$ cat src/rtl/hidden_layer_seq.sv
// hidden_layer_seq
//   Sequential hidden layer feeding the output neuron. Eight activations x0..x7
//   are computed one after another from N_IN unsigned features and unsigned
//   1.7 weights, using one shared multiplier. Weights are read combinationally
//   from an external store. Each result is the accumulated sum shifted right by
//   SHIFT and saturated to 10 bits.
//
//   state | meaning
//   ------+------------------------------------------------------------
//   IDLE  | waiting for start_i; features latched on the accepting edge
//   MAC   | one multiply-accumulate per edge for neuron j, feature k
//   STORE | write the saturated result to x_j, clear acc, next neuron
//   DONE  | done_o high for this single cycle; back to IDLE
//
// Ports
//   clk_i, rst_i      clock (rising edge), synchronous active-high reset
//   start_i           start request, sampled only in IDLE
//   feat_i            packed features, feature k = feat_i[k*IN_W +: IN_W]
//   w_addr_o          weight address j*N_IN + k (0 outside MAC)
//   w_data_i          weight at w_addr_o, same cycle
//   busy_o            high in every state except IDLE
//   done_o            one-cycle pulse, x0..x7 valid and stable
//   x0_o..x7_o        registered hidden activations
module hidden_layer_seq #(
  parameter int N_IN   = 4,
  parameter int IN_W   = 4,
  parameter int W_W    = 8,
  parameter int ACC_W  = 16,
  parameter int SHIFT  = 3,
  parameter int ADDR_W = 5
) (
  input  logic                   clk_i,
  input  logic                   rst_i,
  input  logic                   start_i,
  input  logic [N_IN*IN_W-1:0]   feat_i,
  output logic [ADDR_W-1:0]      w_addr_o,
  input  logic [W_W-1:0]         w_data_i,
  output logic                   busy_o,
  output logic                   done_o,
  output logic [9:0]             x0_o,
  output logic [9:0]             x1_o,
  output logic [9:0]             x2_o,
  output logic [9:0]             x3_o,
  output logic [9:0]             x4_o,
  output logic [9:0]             x5_o,
  output logic [9:0]             x6_o,
  output logic [9:0]             x7_o
);

  localparam int K_W = (N_IN > 1) ? $clog2(N_IN) : 1;
  localparam int P_W = IN_W + W_W;

  typedef enum logic [1:0] {
    S_IDLE  = 2'd0,
    S_MAC   = 2'd1,
    S_STORE = 2'd2,
    S_DONE  = 2'd3
  } state_t;

  state_t                r_state;
  logic [2:0]            r_j;
  logic [K_W-1:0]        r_k;
  logic [ACC_W-1:0]      r_acc;
  logic [N_IN*IN_W-1:0]  r_feat;
  logic [9:0]            r_x [8];

  logic [IN_W-1:0]       w_feat_k;
  logic [P_W-1:0]        w_prod;
  logic [ACC_W-1:0]      w_sum;
  logic [ACC_W-1:0]      w_shifted;
  logic [9:0]            w_sat;
  logic                  w_k_last;

  assign w_feat_k  = r_feat[r_k*IN_W +: IN_W];
  // Both operands zero-extended to the full product width.
  assign w_prod    = {{W_W{1'b0}}, w_feat_k} * {{IN_W{1'b0}}, w_data_i};
  assign w_sum     = r_acc + ACC_W'(w_prod);
  assign w_shifted = r_acc >> SHIFT;
  assign w_sat     = (w_shifted > ACC_W'(1023)) ? 10'd1023 : w_shifted[9:0];
  assign w_k_last  = (r_k == K_W'(N_IN - 1));

  assign w_addr_o = (r_state == S_MAC)
                    ? (ADDR_W'(r_j) * ADDR_W'(N_IN) + ADDR_W'(r_k))
                    : '0;
  assign busy_o   = (r_state != S_IDLE);
  assign done_o   = (r_state == S_DONE);

  always_ff @(posedge clk_i) begin
    if (rst_i) begin
      r_state <= S_IDLE;
      r_j     <= '0;
      r_k     <= '0;
      r_acc   <= '0;
      r_feat  <= '0;
      for (int i = 0; i < 8; i++) r_x[i] <= '0;
    end else begin
      case (r_state)
        S_IDLE: begin
          if (start_i) begin
            r_feat  <= feat_i;
            r_j     <= '0;
            r_k     <= '0;
            r_acc   <= '0;
            r_state <= S_MAC;
          end
        end
        S_MAC: begin
          r_acc <= w_sum;
          if (w_k_last) begin
            r_k     <= '0;
            r_state <= S_STORE;
          end else begin
            r_k <= r_k + 1'b1;
          end
        end
        S_STORE: begin
          r_x[r_j] <= w_sat;
          r_acc    <= '0;
          if (r_j == 3'd7) begin
            r_state <= S_DONE;
          end else begin
            r_j     <= r_j + 1'b1;
            r_state <= S_MAC;
          end
        end
        S_DONE: r_state <= S_IDLE;
        default: r_state <= S_IDLE;
      endcase
    end
  end

  assign x0_o = r_x[0];
  assign x1_o = r_x[1];
  assign x2_o = r_x[2];
  assign x3_o = r_x[3];
  assign x4_o = r_x[4];
  assign x5_o = r_x[5];
  assign x6_o = r_x[6];
  assign x7_o = r_x[7];

endmodule
$ cat config.mk
export PLATFORM = sky130hd
export DESIGN_NAME = hidden_layer_seq
export DESIGN_NICKNAME = d
export VERILOG_FILES = /design/src/rtl/hidden_layer_seq.sv
export SDC_FILE = /design/constraint.sdc
export NUM_CORES = 1
export LEC_CHECK = 0
export BUFFER_PORTS_ARGS = -buffer_cell sky130_fd_sc_hd__clkbuf_2
export CORE_ASPECT_RATIO = 0.9
export CORE_UTILIZATION = 40
export CTS_BUF_LIST = sky130_fd_sc_hd__clkbuf_8
export DETAILED_ROUTE_END_ITERATION = 10
export PLACE_DENSITY = 0.72
export SYNTH_ARGS = -nofsm -noshare
export SYNTH_HDL_FRONTEND = slang
export SYNTH_SLANG_ARGS = --single-unit
$ cat constraint.sdc
create_clock -name clk_i -period 3.95 [get_ports clk_i]
set_input_delay 0.395 -clock clk_i [delete_from_list [all_inputs] [get_ports clk_i]]
set_output_delay 0.395 -clock clk_i [all_outputs]
set_load 0.02 [all_outputs]
==> results.md <==
- Outcome: finished, violations left
- Failing checks: setup timing
- Reg power frac: 0.492
- PD cells: 387 nW/um^2
- Met2 GRT Util: 0.279
- Hpwl dp: 9940 um
- Internal: 0.00201 W
- Routed wire length per instance: 15.1 um
- Leak: 3.06 nW
- Final worst slack: -264 ps
- Yosys cell types: 49
- Hold depth: 3
- Worst Path Max Fanout: 6
- Synth cell count leaders: 117 x nor2_1, 80 x edfxtp_1, 57 x nand2_1
- Ys async rst share: 0
- Combinational share of power: 0.176
- Cells after Synth: 561
- Startpoint Class: flop
- R2R Setup Slk: -260 ps
- Reg2reg start: r_k[0]$_SDFFE_PP0P_
- Final core occ: 0.516
- Via density: 4.97
- Clock network power share: 0.332
- RR Endpoint: r_acc[15]$_SDFFE_PP0P_
- Final setup violating endpoints: 8
- Total Nets Final: 767
- Required @ worst endpoint: 4280 ps
- Crit path kind: flop to flop
- I/O Buffers: 113
- GRT busiest layer: met2
- Sw Ratio: 0.293
- Hold EP: r_feat[11]$_SDFFE_PP0P_
- Main synth FF type: edfxtp_1
- Drt drc: 0
- Setup tns final: -1030 ps
- Die Y: 117 um
- Number of synthesized flops with an enable pin: 80
- Worst hold start: feat_i[11]
- Layout area overhead: 24.2%
- Mapped Avg Cell Area: 10.6 um^2
- Clk root buf: clkbuf_8
- Max-cap violations: 0
- Type of the worst min-delay path: input pin to flop
- Clk_skew: 10.4 ps
- Vias in the first global route: 4,273
- Final hold vios: 0
- Vias: 4,476
- CTS clk-pin slew, worst paths: 80 ps
- Core Footprint: 14,300 um^2
- Met3 usage: 0.0491
- WP data arrival: 4540 ps
- Tmin final: 4210 ps
- Reg2Reg Depth: 15
- Routed WL: 13,600 um
- Largest net degree at the start of global routing: 40
- Worst vdd rail ir drop: 0.228 mV
- Gp weighted congestion: 0.879
- Post-Syn Nets: 634
- Number of buffers created by CTS: 17
- Yosys warns: 0
- Met1 usage: 0.244
- Max Buffers Root-to-Sink: 2
- Die Wd: 130 um
- # rows: 41
- Net Sw Power: 0.000835 W
- Post-route ant nets: 0
- Synth top area share: 0.405
- #FFs+latches synth: 119
- Top-count cell post-synth: nor2_1
- CTS HTree Levels: 4
- Synthesized cell area: 5930 um^2
- Max Clock Freq: 237 MHz
- CP endpoint kind: flop
- Max_slew headroom: 0.324
- Fraction of layout cells with a size suffix above 1: 0.298
- Synth area leader: edfxtp_1
- RSZ-0062 raised after global routing: true
- # diodes: 0
- Least-Margin Pin Slew: 1010 ps
- CTS Sinks: 119
- Clock latency at the later pin of the worst-skew pair: 440 ps
- DIE AREA: 15,300 um^2
- Initial DRC count: 254
- Grt ovf: 0
- Gr usage total: 0.184
- Max-slew violations: 0
- IO Pins: 114
- Initial antenna violation count: 0
- TritonCTS clock tree: built
- First-pass GRT wire length: 21,400 um
- Final period util: 1.07
- Synth top area cells: edfxtp_1 41%, dfxtp_1 13%, nor2_1 7.4%, fa_1 7.1%, ha_1 5.3%
- Starting Density: 0.416
- 1st-pass router iterations: 5
- Sequential share of the synthesized area: 0.537
-- stage by stage --
step | std cells | power [W] | hold WS (ps) | worst slack (ps) | instance area, um^2
final | 900 | 0.00285 | 173 | -264 | 7360
after global routing | 900 | 0.00298 | 169 | -416 | 7360
after CTS | 894 | 0.00282 | 150 | -187 | 7220
after detailed placement | 860 | 0.00188 | 447 | -236 | 6840
after global placement | 860 | 0.00187 | 445 | -114 | 6840
after floorplan | 561 | 0.00174 | 433 | -65.1 | 6020
-- critical path, stage by stage (launching register included) --
cell       delay [ps]
dfxtp_4           380
mux4_2            570
buf_4             170
and2_4            140
fa_1              480
fa_1              490
inv_1              50
fa_1              500
inv_1              60
ha_4              170
a21oi_2           190
nand2_1            90
o2111ai_2         240
a31oi_4           140
nor4b_4           150
a211o_1           290
-- worst max-delay path by stage --
stage                             start                endpoint
CTS                 r_k[0]$_SDFFE_PP0P_  r_acc[15]$_SDFFE_PP0P_
detailed placement  r_k[0]$_SDFFE_PP0P_  r_acc[15]$_SDFFE_PP0P_
global placement    r_k[0]$_SDFFE_PP0P_  r_acc[15]$_SDFFE_PP0P_
floorplan           r_k[0]$_SDFFE_PP0P_  r_acc[15]$_SDFFE_PP0P_
finish              r_k[0]$_SDFFE_PP0P_  r_acc[15]$_SDFFE_PP0P_
global route        r_k[0]$_SDFFE_PP0P_  r_acc[15]$_SDFFE_PP0P_
-- timing repair --
item / 4_1_cts / 5_1_grt
resized for setup: 7 / 19
pin swaps: 12 / 14
endpoints found under the setup margin: 8 / 11
hold buffers: 0 / 0
gates cloned: 0 / 0
setup buffers: 2 / 6
-- registers in the layout (all words and copies together), names as in the netlist --
register / cells
r_acc: 16
r_feat: 16
r_j: 3
r_k: 2
r_state: 2
r_x: 80
-- final cells by class --
type | instances | area (um^2)
Clock buffer | 17 | 234
Clock inverter | 15 | 104
Fill cell | 1296 | 6900
Inverter | 49 | 184
Multi-Input combinational cell | 373 | 2680
Sequential cell | 119 | 3190
Tap cell | 193 | 241
Timing Repair Buffer | 134 | 738
-- power groups by stage --
stage | Clock (W) | Sequential (W) | Combinational, W
floorplan | 0 | 0.00146 | 0.000274
global placement | 0 | 0.00143 | 0.000440
detailed placement | 0 | 0.00143 | 0.000454
CTS | 0.000955 | 0.00140 | 0.000465
global route | 0.00101 | 0.00141 | 0.000557
finish | 0.000946 | 0.00140 | 0.000501
-- layer usage --
metal,part of all wire,vias up
met3,0.076,26
met2,0.45,197
li1,-,2140
met5,0,-
met1,0.44,2113
met4,0.027,0
-- cells in the final DEF (no fill, tap or decap), drive strengths merged, types with 3 or more instances in the layout --
cell type / n
nand2b: 14
and2: 35
nor2: 117
buf: 21
nand4: 4
nand3: 3
inv: 53
mux4: 4
a31oi: 4
edfxtp: 80
nand2: 57
ha: 25
clkinv: 7
a22oi: 7
nand3b: 3
nor3: 3
dfxtp: 39
a21o: 3
nor3b: 3
fa: 21
clkbuf: 130
clkinvlp: 4
xnor2: 5
a21oi: 34
o21ai: 4
-- logic make-up after synthesis --
kind of cell | after synthesis | synth area share
XOR/XNOR | 6 | 0.00887
AO/OA/AOI/OAI | 68 | 0.0760
flip-flops | 119 | 0.537
multiplexers | 6 | 0.0188
AND/OR/NAND/NOR | 247 | 0.191
buffers and inverters | 69 | 0.0448
adder cells (fa/ha/maj) | 46 | 0.124
(Power assumes the default switching activity.)
